==> src/rtl/serial_rx.sv <==
// rtl/serial_rx.sv - oversampling sclk/sdata deserializer with valid/ack word output
//
// Purpose:
//   Receive end of the two-wire sclk/sdata LED link. sclk_in and sdata_in are
//   synchronised into the clki domain and oversampled. Each synchronised
//   rising edge of sclk shifts one sdata bit into the frame, MSB first. A
//   completed WIDTH-bit word is presented on data/valid and held until ack.
//   An idle timeout discards partial frames. A frame that completes while the
//   previous word is still unacknowledged is dropped and flagged as overrun.
//
// Optional feature (macro SERIAL_RX_PARITY_EN):
//   When defined, one even-parity bit follows the WIDTH data bits. A parity
//   mismatch pulses frame_err and the word is not loaded.
//
// Parameters:
//   WIDTH    data bits per frame (>= 2)
//   TIMEOUT  clki cycles without an sclk rise before a partial frame is
//            discarded (>= 4)
//
// Ports:
//   clki       in   system clock
//   rst        in   synchronous reset, active high
//   sclk_in    in   serial clock, asynchronous to clki
//   sdata_in   in   serial data, sampled on the sclk_in rising edge
//   data       out  received word, stable while valid=1
//   valid      out  word available, held until acknowledged
//   ack        in   consumer accepts word, honoured only while valid=1
//   busy       out  frame in progress
//   overrun    out  sticky, a frame completed while valid=1 and ack=0
//   frame_err  out  one-cycle pulse on timeout (or parity error)

module serial_rx #(
  parameter int WIDTH   = 8,
  parameter int TIMEOUT = 1024
) (
  input  logic             clki,
  input  logic             rst,
  input  logic             sclk_in,
  input  logic             sdata_in,
  output logic [WIDTH-1:0] data,
  output logic             valid,
  input  logic             ack,
  output logic             busy,
  output logic             overrun,
  output logic             frame_err
);

  localparam int CNT_W  = $clog2(WIDTH + 1);
  localparam int IDLE_W = $clog2(TIMEOUT);

  localparam logic [CNT_W-1:0]  LAST_BIT = CNT_W'(WIDTH);
  localparam logic [IDLE_W-1:0] IDLE_MAX = IDLE_W'(TIMEOUT - 1);

`ifdef SERIAL_RX_PARITY_EN
  typedef enum logic [1:0] {
    S_IDLE   = 2'd0,
    S_SHIFT  = 2'd1,
    S_PARITY = 2'd2,
    S_DONE   = 2'd3
  } state_t;
`else
  typedef enum logic [1:0] {
    S_IDLE  = 2'd0,
    S_SHIFT = 2'd1,
    S_DONE  = 2'd2
  } state_t;
`endif

  // Synchroniser chain. sdata gets the same two-flop delay as sclk so the
  // bit taken on an edge cycle is the one that was on the wire at the rise.
  logic sclk_s1_q, sclk_s2_q, sclk_s3_q;
  logic sdata_s1_q, sdata_s2_q;

  logic sclk_rise;
  logic sdata_bit;

  state_t             state_q, state_d;
  logic [WIDTH-1:0]   shreg_q, shreg_d;
  logic [CNT_W-1:0]   bit_cnt_q, bit_cnt_d;
  logic [IDLE_W-1:0]  idle_cnt_q, idle_cnt_d;
  logic [WIDTH-1:0]   data_q, data_d;
  logic               valid_q, valid_d;
  logic               overrun_q, overrun_d;
  logic               frame_err_q, frame_err_d;
`ifdef SERIAL_RX_PARITY_EN
  logic               par_err_q, par_err_d;
`endif

  logic in_frame;
  logic load_word;

  assign sclk_rise = sclk_s2_q & ~sclk_s3_q;
  assign sdata_bit = sdata_s2_q;

`ifdef SERIAL_RX_PARITY_EN
  assign in_frame = (state_q == S_SHIFT) || (state_q == S_PARITY);
`else
  assign in_frame = (state_q == S_SHIFT);
`endif

  always_comb begin
    state_d     = state_q;
    shreg_d     = shreg_q;
    bit_cnt_d   = bit_cnt_q;
    idle_cnt_d  = idle_cnt_q;
    data_d      = data_q;
    valid_d     = valid_q;
    overrun_d   = overrun_q;
    frame_err_d = 1'b0;
    load_word   = 1'b0;
`ifdef SERIAL_RX_PARITY_EN
    par_err_d   = par_err_q;
`endif

    case (state_q)
      S_IDLE: begin
        if (sclk_rise) begin
          shreg_d    = {{(WIDTH-1){1'b0}}, sdata_bit};
          bit_cnt_d  = {{(CNT_W-1){1'b0}}, 1'b1};
          idle_cnt_d = '0;
          state_d    = S_SHIFT;
        end
      end

      S_SHIFT: begin
        if (sclk_rise) begin
          shreg_d    = {shreg_q[WIDTH-2:0], sdata_bit};
          bit_cnt_d  = bit_cnt_q + 1'b1;
          idle_cnt_d = '0;
          if (bit_cnt_d == LAST_BIT) begin
`ifdef SERIAL_RX_PARITY_EN
            state_d = S_PARITY;
`else
            state_d = S_DONE;
`endif
          end
        end
      end

`ifdef SERIAL_RX_PARITY_EN
      S_PARITY: begin
        if (sclk_rise) begin
          // Even parity: data bits plus parity bit must XOR to zero. The error
          // is registered here so frame_err is visible during DONE.
          par_err_d   = ^{shreg_q, sdata_bit};
          frame_err_d = ^{shreg_q, sdata_bit};
          idle_cnt_d  = '0;
          state_d     = S_DONE;
        end
      end
`endif

      S_DONE: begin
`ifdef SERIAL_RX_PARITY_EN
        par_err_d = 1'b0;
        if (!par_err_q) begin
`else
        begin
`endif
          // An ack in this same cycle frees the holding register, so the new
          // word replaces the old one instead of being counted as overrun.
          if (!valid_q || ack) begin
            load_word = 1'b1;
            data_d    = shreg_q;
            valid_d   = 1'b1;
          end else begin
            overrun_d = 1'b1;
          end
        end

        // A rise landing in DONE already belongs to the next frame.
        if (sclk_rise) begin
          shreg_d    = {{(WIDTH-1){1'b0}}, sdata_bit};
          bit_cnt_d  = {{(CNT_W-1){1'b0}}, 1'b1};
          idle_cnt_d = '0;
          state_d    = S_SHIFT;
        end else begin
          bit_cnt_d  = '0;
          state_d    = S_IDLE;
        end
      end

      default: begin
        state_d = S_IDLE;
      end
    endcase

    // Idle watchdog only runs mid-frame, so gaps between frames are unbounded.
    if (in_frame && !sclk_rise) begin
      if (idle_cnt_q == IDLE_MAX) begin
        frame_err_d = 1'b1;
        shreg_d     = '0;
        bit_cnt_d   = '0;
        idle_cnt_d  = '0;
        state_d     = S_IDLE;
      end else begin
        idle_cnt_d  = idle_cnt_q + 1'b1;
      end
    end

    // Handshake: a consumed word drops valid and clears the sticky overrun,
    // unless the same cycle reloaded the holding register.
    if (valid_q && ack && !load_word) begin
      valid_d   = 1'b0;
      overrun_d = 1'b0;
    end
  end

  always_ff @(posedge clki) begin
    if (rst) begin
      sclk_s1_q   <= 1'b0;
      sclk_s2_q   <= 1'b0;
      sclk_s3_q   <= 1'b0;
      sdata_s1_q  <= 1'b0;
      sdata_s2_q  <= 1'b0;
      state_q     <= S_IDLE;
      shreg_q     <= '0;
      bit_cnt_q   <= '0;
      idle_cnt_q  <= '0;
      data_q      <= '0;
      valid_q     <= 1'b0;
      overrun_q   <= 1'b0;
      frame_err_q <= 1'b0;
`ifdef SERIAL_RX_PARITY_EN
      par_err_q   <= 1'b0;
`endif
    end else begin
      sclk_s1_q   <= sclk_in;
      sclk_s2_q   <= sclk_s1_q;
      sclk_s3_q   <= sclk_s2_q;
      sdata_s1_q  <= sdata_in;
      sdata_s2_q  <= sdata_s1_q;
      state_q     <= state_d;
      shreg_q     <= shreg_d;
      bit_cnt_q   <= bit_cnt_d;
      idle_cnt_q  <= idle_cnt_d;
      data_q      <= data_d;
      valid_q     <= valid_d;
      overrun_q   <= overrun_d;
      frame_err_q <= frame_err_d;
`ifdef SERIAL_RX_PARITY_EN
      par_err_q   <= par_err_d;
`endif
    end
  end

  assign data      = data_q;
  assign valid     = valid_q;
  assign overrun   = overrun_q;
  assign frame_err = frame_err_q;
  assign busy      = in_frame;

endmodule

==> config.mk <==
export PLATFORM = sky130hd
export DESIGN_NAME = serial_rx
export DESIGN_NICKNAME = d
export VERILOG_FILES = /design/src/rtl/serial_rx.sv
export SDC_FILE = /design/constraint.sdc
export NUM_CORES = 1
export LEC_CHECK = 0
export ABC_AREA = 1
export BUFFER_PORTS_ARGS = -buffer_cell sky130_fd_sc_hd__buf_2
export CORE_MARGIN = 10
export CORE_UTILIZATION = 35
export DETAILED_ROUTE_END_ITERATION = 10
export PLACE_DENSITY = 0.61
export SLEW_MARGIN = 20
export SYNTH_ARGS = -nofsm -noshare
export SYNTH_HDL_FRONTEND = slang
export SYNTH_SLANG_ARGS = --single-unit
==> constraint.sdc <==
create_clock -name clki -period 1.4 [get_ports clki]
set_input_delay 0.28 -clock clki [delete_from_list [all_inputs] [get_ports clki]]
set_output_delay 0.28 -clock clki [all_outputs]
set_load 0.05 [all_outputs]
# Yosys cells after proc, flatten, opt, wreduce, memory -nomap -nowiden
# Cells that the tools add are included.
# totals
reg_bits	40
input_bits	5
output_inout_bits	12
elab_cells	65
# classes
add_sub_neg	2
n_eq_ne	4
muxes	25
bitwise_logic	4
n_reduce_logical	17
# ops
operator	n
10-bit 2-to-1 mux	4
8-bit 2-to-1 mux	4
4-bit 2-to-1 mux	4
8-bit case mux with 2 select lines	1
4-bit case mux with 3 select lines	1
10-bit by 1-bit adder with 10-bit output (second input constant)	1
10-bit == test (second input constant)	1
2-bit 2-to-1 mux	5
2-bit case mux with 3 select lines	1
2-bit AND reduction	3
2-bit OR reduction	3
1-bit 2-to-1 mux	5
4-bit by 1-bit adder with 4-bit output (second input constant)	1
4-bit == test (second input constant)	1
2-bit nonzero test	2
1-bit logical AND	3
1-bit zero test	3
1-bit inverter	3
3-bit OR reduction	1
2-bit by 1-bit == test with 1-bit output (second input constant)	1
2-bit == test (second input constant)	1
2-bit zero test	1
1-bit AND	1
1-bit logical OR	1

# Depth between registers and ports, before layout
# Gate-level depths: netlist of run 1.
# logic_depth
depth_word	7
depth_mapped	9
ltp_nobuf	8

# Least setup slack after synthesis of run 1
# OpenSTA, ideal clock, no wires.
# synth_timing
path_kind	reg-to-reg
from	reg state_q[0]
to	reg idle_cnt_q[8]
setup_ps	134
arrival_ps	1296
required_time_ps	1266
setup_slack_ps	-29
stages_incl_launch_ff	8
cell_sequence	dfxtp_1 inv_2 nor2_4 inv_2 nand2_1 clkinv_1 nand2_1 a211oi_2
# synth_via
elab_chain_len	4
# synth_lines
element	line	source
start: declaration	77	state_t state_q, state_d;
start signal: assignment	233	state_q <= state_d;
2-bit by 1-bit == test with 1-bit output (*)	98	assign in_frame = (state_q == S_SHIFT);
net busy	43	output logic busy,
3-bit OR reduction (no source line) or 1-bit logical AND (tied branches)	n/a	
2-bit nonzero test (no source line)	n/a	
2-bit AND reduction (no source line)	n/a	
end signal: assignment	236	idle_cnt_q <= idle_cnt_d;
end: declaration	80	logic [IDLE_W-1:0] idle_cnt_q, idle_cnt_d;
# Mark *: on every way through the listed nets, which the timed path passes. The rest lies on a longest branch.
# A chain may end at the register's enable or synchronous reset.

# Worst setup path after layout of run 1
# layout_timing
from	reg state_q[0]
to	out busy
# layout_via
elab_chain_len	1
# layout_lines
element	line
2-bit by 1-bit == test with 1-bit output	98
end: declaration	43
# Every way passes these cells.

==> results.yml, run 1 <==
synth:
  synth_top_area_share_pct: 45.6
  syn_area_per_cell_sq_um: 7.81
  synth.cell_area_sq_um: 1760
  syn_inst: 225
  netlist_top_cells_area: "dfxtp_1 46%, nand2_1 7.3%, o21ai_0 6.8%"
  synthXorXnorAreaFrac_pct: 1.50
  synth_top_family_by_area: "simple AND/OR/NAND/NOR gates"
  ys_seq_elements: 40
  ys_warn_count: 0
  synth_simple_gate_area_share_pct: 27.1
  ys_seq_area_share_pct: 45.6
  ys_types: 29
  synth-main-ff-cell: "dfxtp_1"
  synth_largest_area_cell: "dfxtp_1"
  synth.area.mux_share_pct: 0
  synth_edf_count: 0
  synthAdderAreaFrac_pct: 2.14
  synth_compound_area_share_pct: 15.1
  synth_fp_nets: 233
  async_flop_share_pct: 0
setup_path:
  worst_setup_path_startpoint: "state_q[0]"
  worst_path_max_delay_cell: "dfxtp_2"
  crit_arrival_ns: 1.09
  r2r_start: "idle_cnt_q[0]"
  worstPathRequired_ns: 1.12
  crit_type: "register to primary output"
  endpoint_kind: "primary output"
  critPathLaunchType: "register"
  cp_max_fo: 6
  path_cells: "clkinv_4 > nor2_4 > buf_8"
  cpLargestDelayFamily: "flip-flops"
  crit_buf_inv: 2
  slowest_delay_ns: 0.37
sta:
  maxSlewViolCount: 0
  tightestPinTransition_ns: 0.273
  fmax_ghz: 0.730
  relSlewSlack_pct: 81.7
  setup_viol: 0
  fin_crit_ns: 1.37
  layout_setup_ws_ns: 0.0300
  rsz0062_at_grt: "true"
  hold_violations: 0
  setup_tns_ns: 0
  fin_skew_ns: 0.0105
  finalCritPeriodShare_pct: 97.9
run_status:
  status: "completed"
grt:
  grt-ovfl-total: 0
  antenna_found_initial: 0
  grt_pass1_vias: 1391
  grt_pass1_wl_um: 6190
  grt_start_max_net_pins: 20
  grt_usage_pct: 8.97
placed_design:
  place_congestion: 0.825
  dpl-instance-area_sq_um: 2020
  port_buffers: 16
  dp_hpwl_um: 2590
  post-place-ws_ns: 0.0174
cells_and_area:
  nets: 277
  syn_to_final_growth_pct: 29.6
  seq_area_sq_um: 808
  layout_common_cells: "34 x dfxtp_1, 32 x nand2_1, 24 x buf_4"
  postLayoutCoreUtil_pct: 47.6
  layout_commonest_cell: "dfxtp_1"
  final_area_sq_um: 2280
  drive_above_1_share_pct: 31.1
  multi_input_area_sq_um: 863
  insertedDiodeCount: 0
  num-fill-cells: 486
detailed_routing:
  wl_per_cell_um: 11.1
  postRouteAntennaNets: 0
  first_pass_iters: 4
  vias_per_cell: 4.57
  drt_iter0_drc: 54
  route.detailed.drc: 0
  vias: 1540
  drt-total-wl_um: 3740
floorplanning:
  std_cell_rows: 25
  die_h_um: 90.8
  chipWidth_um: 90.8
  coreArea_sq_um: 4790
  start_util_pct: 36.7
  io_pins: 17
  dieArea_sq_um: 8250
power_and_ir_drop:
  finalPower_mw: 2.17
  power.density_nw_per_um2: 952
  peakVddDrop_mv: 0.366
  seqPwrFrac_pct: 54.2
  power.clock.fraction_pct: 37.3
  intPower_mw: 1.64
  p_leak_nw: 0.934
  swShare_pct: 24.1
  power_switching_mw: 0.522
  comb_power_share_pct: 8.5
clock_tree:
  cts-root-buf: "clkbuf_8"
  clock_latency_ns: 0.30
  cts_buffer_depth: 2
  cts_tree: "yes"
  h-tree-depth: 2
  path_clk_slew_ns: 0.08
  cts_buffers: 5
  cts_hold_buffers: 0
  clock_sinks: 40
worst_hold_path:
  hp-start: "sclk_in"
  hold_path_class: "primary input to register"
flow_run:
  cap_viol_max_count: 0
## worst paths after layout
kind | slack, ns | cells past startpoint | to
worst max-delay path | 0.03 | 3 | busy
worst min-delay path | 0.18 | 3 | sclk_s1_q
worst max register to register | 0.08 | 9 | shreg_q[3]
worst min register to register | 0.41 | 2 | sclk_s2_q
## tightest hold or removal path: stages
cell and delay, ns:
buf_2 0.07, inv_1 0.03, nor2_1 0.06
## cell usage after synthesis, types with 2 or more instances
cell	instances
dfxtp_1	40
nor2_2	2
clkbuf_1	2
ha_1	3
inv_2	4
xor2_1	2
nand3_1	12
a21oi_1	20
nand2_2	3
clkinv_1	2
buf_4	2
nor2_1	25
nor2_4	4
nor3_1	5
buf_6	2
nand2_1	34
or2_2	2
nand3b_1	4
inv_1	22
o21ai_0	24
nand4_1	3
## stage by stage
stage | hold slack (ns) | instances
2_1_floorplan | 0.387 | 225
4_1_cts | 0.176 | 326
3_5_place_dp | 0.398 | 318
3_3_place_gp | 0.395 | 318
5_1_grt | 0.198 | 337
6_report | 0.177 | 337
## cell type report
cell class | count | share of cell area (%)
Multi-Input combinational cell | 152 | 37.9
Sequential cell | 40 | 35.5
Timing Repair Buffer | 42 | 13.9
Inverter | 28 | 4.89
Clock buffer | 7 | 3.79
Tap cell | 67 | 3.68
Clock inverter | 1 | 0.330
## power by group through the flow
stage	combinational [mW]	clock, mW	sequential [mW]
floorplan	0.102	0	1.20
global placement	0.149	0	1.20
detailed placement	0.151	0	1.20
CTS	0.153	0.827	1.17
global route	0.207	0.880	1.18
finish	0.184	0.809	1.17
## flip-flops by register name, summed over array words and instances, names as in the netlist
name        cells
idle_cnt_q     10
data            8
shreg_q         8
valid           1
state_q         2
sdata_s1_q      1
frame_err       1
bit_cnt_q       4
sdata_bit       1
overrun         1
sclk_s1_q       1
sclk_s2_q       1
sclk_s3_q       1
## kinds of logic (layout without fill, tap and decap cells)
family	Yosys count	after routing
AO/OA/AOI/OAI	49	49
XOR/XNOR	3	3
adder cells (fa/ha/maj)	3	3
buffers and inverters	34	78
flip-flops	40	40
AND/OR/NAND/NOR	96	97
## what timing repair did
action | 4_1_cts | 5_1_grt
gates cloned | 0 | 2
gates resized for setup | 5 | 19
pin swaps | 2 | 7
setup buffers | 0 | 9
endpoints found under the setup margin | 2 | 19
## routing by layer
layer / vias up / track usage (%) / wire [um]
met2: 16 / 13.9 / 1670
met1: 694 / 10.9 / 1880
li1: 824 / - / -
met4: 0 / 4.70 / 75
met3: 6 / 2.74 / 115
met5: - / 0 / 0
Power figures use the tool's default switching activity.
==> inputs of run 2 (changes only) <==
- CORE_ASPECT_RATIO: not set -> 1.4
==> run 2 against run 1 <==
Largest cell class unchanged; highest routed layer unchanged; count of clock-buffer cells in the layout did not move; design area fell by 3.5%; largest power group unchanged; non-clock buffer count fell by 11; via count fell by 1.6%; cell count fell by 3.9%.
==> results.yml, run 2 (synthesized netlist as in run 1, its figures left out) <==
setup_path:
  crit_arrival_ns: 1.05
  path_cells: "inv_4 > nor2_4 > buf_8"
  r2r_start: "idle_cnt_q[1]"
  r2r_cells: 7
  critPathLaunchType: "register"
  cp_max_fo: 10
  r2r_slack_ns: 0.09
  timing.rr.end: "idle_cnt_q[4]"
  worst_path_max_delay_cell: "dfxtp_4"
  worst_setup_path_startpoint: "state_q[0]"
  cp-endpoint: "busy"
  endpoint_kind: "primary output"
  cpLargestDelayFamily: "flip-flops"
  worst-path-stages: 3
  worstPathRequired_ns: 1.12
  slowest_delay_ns: 0.37
  crit_buf_inv: 2
  crit_type: "register to primary output"
power_and_ir_drop:
  power.density_nw_per_um2: 1070
  peakVddDrop_mv: 0.711
  p_leak_nw: 0.888
sta:
  hold_violations: 0
  finalCritPeriodShare_pct: 95.3
  fin_crit_ns: 1.33
  setup_tns_ns: 0
  maxSlewViolCount: 0
  hold_ws_ns: 0.184
  fin_skew_ns: 0.00324
  fmax_ghz: 0.749
  relSlewSlack_pct: 69.0
  setup_viol: 0
  tightestPinTransition_ns: 0.464
run_status:
  status: "completed"
clock_tree:
  post_cts_buffers: 0
  h-tree-depth: 2
  clock_sinks: 40
  cts_hold_buffers: 0
  cts_buffer_depth: 2
  cts-root-buf: "clkbuf_8"
  clock_latency_ns: 0.29
  path_clk_slew_ns: 0.07
  cts_tree: "yes"
  cts_buffers: 5
cells_and_area:
  largest_register_ffs: 10
  nets: 267
  layout_common_cells: "33 x nand2_1, 33 x dfxtp_1, 23 x nor2_1, 23 x o21ai_0, 21 x inv_1"
  syn_to_final_growth_pct: 25.1
  drive_above_1_share_pct: 28.5
  final_area_sq_um: 2200
  finalNonFillerCells: 324
  insertedDiodeCount: 0
  regMostFlops: "idle_cnt_q"
floorplanning:
  coreArea_sq_um: 4840
  io_pins: 17
  die_h_um: 104
  start_util_pct: 36.3
  std_cell_rows: 30
  chipWidth_um: 79.9
  dieArea_sq_um: 8290
detailed_routing:
  vias_per_cell: 4.68
  wl_per_cell_um: 11.7
  drt_iter0_drc: 33
  first_pass_iters: 4
  route.detailed.drc: 0
  postRouteAntennaNets: 0
  drt-total-wl_um: 3780
  vias: 1515
grt:
  grt_pass1_wl_um: 6270
  antenna_found_initial: 0
  grt_start_max_net_pins: 20
  grt-ovfl-total: 0
  grt_pass1_vias: 1407
  grt_usage_pct: 9.13
placed_design:
  port_buffers: 16
  dp_hpwl_um: 2570
  dpl-instance-area_sq_um: 1990
  place_congestion: 0.816
  numPlacedInstances: 314
worst_hold_path:
  min_path_cells: 3
  hold_path_class: "primary input to register"
flow_run:
  cap_viol_max_count: 0
==> run 2: cell type report <==
class                           instances  area [sq um]
Clock buffer                            7          96.3
Clock inverter                          1          30.0
Fill cell                             496          2650
Inverter                               28           109
Multi-Input combinational cell        153           867
Sequential cell                        40           812
Tap cell                               64          80.1
Timing Repair Buffer                   31           203
==> run 2: per-layer routing <==
| layer | share of wire, % | global-route usage [%] |
|---|---|---|
| met3 | 4.6 | 3.37 |
| met5 | 0 | 0 |
| met4 | 1.6 | 3.66 |
| met1 | 40 | 9.27 |
| met2 | 54 | 16.1 |
==> run 2: power by group <==
part / total (mW) / leakage [nW] / internal (mW) / switching (mW)
Combinational: 0.156 / 0.495 / 0.0590 / 0.0974
Clock: 1.03 / 0.0645 / 0.629 / 0.403
Sequential: 1.17 / 0.328 / 1.16 / 0.0136
==> run 2: metrics by stage <==
step / util [%] / power (mW) / setup slack [ns]
final: 45.4 / 2.36 / 0.0654
after global routing: 45.4 / 2.48 / -0.00271
after CTS: 44.0 / 2.39 / 0.0137
after detailed placement: 41.1 / 1.34 / -0.0443
after global placement: 41.1 / 1.34 / -0.00839
after floorplan: - / 1.30 / -0.0178
==> run 2: tightest hold or removal path, delay by kind of cell <==
family | cells | cell delay (ns)
and+or+nand+nor | 1 | 0.06
buffers and inverters | 2 | 0.10
==> run 2: how the worst min path moves through the flow <==
stage	from	to	slack, ns
global placement	sclk_s1_q	sclk_s2_q	0.39
detailed placement	sdata_s1_q	sdata_bit	0.40
CTS	sdata_in	sdata_s1_q	0.18
floorplan	sclk_in	sclk_s1_q	0.39
finish	sclk_in	sclk_s1_q	0.18
global route	sdata_in	sdata_s1_q	0.18
==> run 2: repair_timing <==
action                     4_1_cts  5_1_grt
cloned                           0        2
resized for setup                3       17
pin swaps                        0        8
hold endpoints to repair         0        0
setup endpoints to repair       14       21
==> inputs of run 3 (changes only) <==
- RECOVER_POWER: not set -> 50
==> run 3 against run 2 <==
Cell count did not move; count of clock-buffer cells in the layout did not move; total power hardly changed; maximum frequency hardly changed; clock skew is essentially flat; global-route usage unchanged; clock power about the same; register-to-register slack about the same; flip-flop and latch count did not move; setup slack about the same; critical endpoint unchanged; largest cell class unchanged.
==> results.yml, run 3 (synthesized netlist as in run 1, its figures left out) <==
run_status:
  status: "completed"
cells_and_area:
  final_area_sq_um: 2200
  syn_to_final_growth_pct: 25.0
  drive_above_1_share_pct: 28.1
  finalNonFillerCells: 324
  layout_common_cells: "33 x nand2_1, 33 x dfxtp_1, 23 x nor2_1, 23 x o21ai_0, 21 x inv_1"
  insertedDiodeCount: 0
  largest_register_ffs: 10
  regMostFlops: "idle_cnt_q"
  nets: 267
grt:
  grt_pass1_vias: 1407
  grt_start_max_net_pins: 20
  antenna_found_initial: 0
  grt_pass1_wl_um: 6270
  grt_usage_pct: 9.13
  grt-ovfl-total: 0
power_and_ir_drop:
  power_switching_mw: 0.516
  power.clock.fraction_pct: 43.7
  finalPower_mw: 2.36
  intPower_mw: 1.85
  p_leak_nw: 0.874
  power.density_nw_per_um2: 1080
  swShare_pct: 21.8
  peakVddDrop_mv: 0.711
  comb_power_share_pct: 6.6
  seqPwrFrac_pct: 49.6
clock_tree:
  cts_buffers: 5
  cts_buffer_depth: 2
  cts-root-buf: "clkbuf_8"
  h-tree-depth: 2
  path_clk_slew_ns: 0.07
  clock_latency_ns: 0.29
  cts_tree: "yes"
  clock_sinks: 40
sta:
  fmax_ghz: 0.749
  setup_tns_ns: 0
  tightestPinTransition_ns: 0.462
  fin_crit_ns: 1.33
  finalCritPeriodShare_pct: 95.3
  maxSlewViolCount: 0
  hold_violations: 0
  layout_setup_ws_ns: 0.0654
  setup_viol: 0
  fin_skew_ns: 0.00339
  relSlewSlack_pct: 69.2
setup_path:
  cp_max_fo: 10
  r2r_cells: 7
  crit_arrival_ns: 1.05
  worstPathRequired_ns: 1.12
  endpoint_kind: "primary output"
  crit_type: "register to primary output"
  timing.rr.end: "idle_cnt_q[4]"
  r2r_slack_ns: 0.09
  r2r_start: "idle_cnt_q[1]"
  critPathLaunchType: "register"
floorplanning:
  chipWidth_um: 79.9
  start_util_pct: 36.3
  dieArea_sq_um: 8290
  die_h_um: 104
  io_pins: 17
  std_cell_rows: 30
  coreArea_sq_um: 4840
placed_design:
  post-place-ws_ns: -0.0443
  dp_hpwl_um: 2570
  dpl-instance-area_sq_um: 1990
  numPlacedInstances: 314
  port_buffers: 16
  place_congestion: 0.816
flow_run:
  cap_viol_max_count: 0
detailed_routing:
  first_pass_iters: 4
  route.detailed.drc: 0
  postRouteAntennaNets: 0
  drt-total-wl_um: 3780
  vias_per_cell: 4.69
  wl_per_cell_um: 11.7
  drt_iter0_drc: 41
  vias: 1518
worst_hold_path:
  min_path_cells: 3
  hold_path_class: "primary input to register"
  hp-start: "sclk_in"
  whs_endpoint: "sclk_s1_q"
run 3: cell types whose count changed in the layout (fill, tap and decap cells not counted):
cell / change
clkbuf_2: +11
buf_2: -12
clkbuf_1: +1
run 3: worst max-delay path by stage:
stage / start / end / slack, ns / depth (start not counted)
floorplan: state_q[0] / shreg_q[7] / -0.02 / 8
global placement: idle_cnt_q[0] / bit_cnt_q[2] / -0.008 / 8
detailed placement: idle_cnt_q[0] / bit_cnt_q[3] / -0.04 / 8
CTS: state_q[0] / busy / 0.01 / 3
global route: idle_cnt_q[1] / shreg_q[3] / -0.003 / 8
finish: state_q[0] / busy / 0.07 / 3
run 3: per-stage QoR:
stage	hold slack, ns	util, %
finish	0.184	45.3
global route	0.183	45.3
CTS	0.176	44.0
detailed placement	0.398	41.1
global placement	0.391	41.1
floorplan	0.387	-
run 3: layer usage:
layer  GRT usage (%)  up-vias  wire length [um]
met5               0        -                 0
met1            9.27      692              1520
li1                -      798                 -
met3            3.37        5               170
met4            3.66        0                61
met2            16.1       23              2030
run 3: what timing repair did:
| action | 4_1_cts | 5_1_grt |
|---|---|---|
| hold buffers | 0 | 0 |
| hold endpoints to repair | 0 | 0 |
| gates cloned | 0 | 2 |
| endpoints found under the setup margin | 14 | 21 |
| setup buffers | 0 | 0 |
| pin swaps | 0 | 8 |
| resized for setup | 3 | 17 |
run 3: worst max-delay path: stages, from the launching register on:
cell     delay, ns
dfxtp_4       0.37
inv_4         0.06
nor2_4        0.16
buf_8         0.17
run 3: layout make-up:
type / instances / area [sq um]
fill: 497 / 2650
multi-input combinational: 153 / 867
sequential: 40 / 812
timing repair buffer: 31 / 201
inverter: 28 / 109
clock buffer: 7 / 96.3
tap: 64 / 80.1
clock inverter: 1 / 30.0
run 3: power groups by stage:
stage	Combinational [mW]	Sequential (mW)	Clock, mW
after floorplan	0.102	1.20	0
after global placement	0.143	1.20	0
after detailed placement	0.144	1.20	0
after CTS	0.148	1.17	1.07
after global routing	0.179	1.18	1.12
final	0.156	1.17	1.03
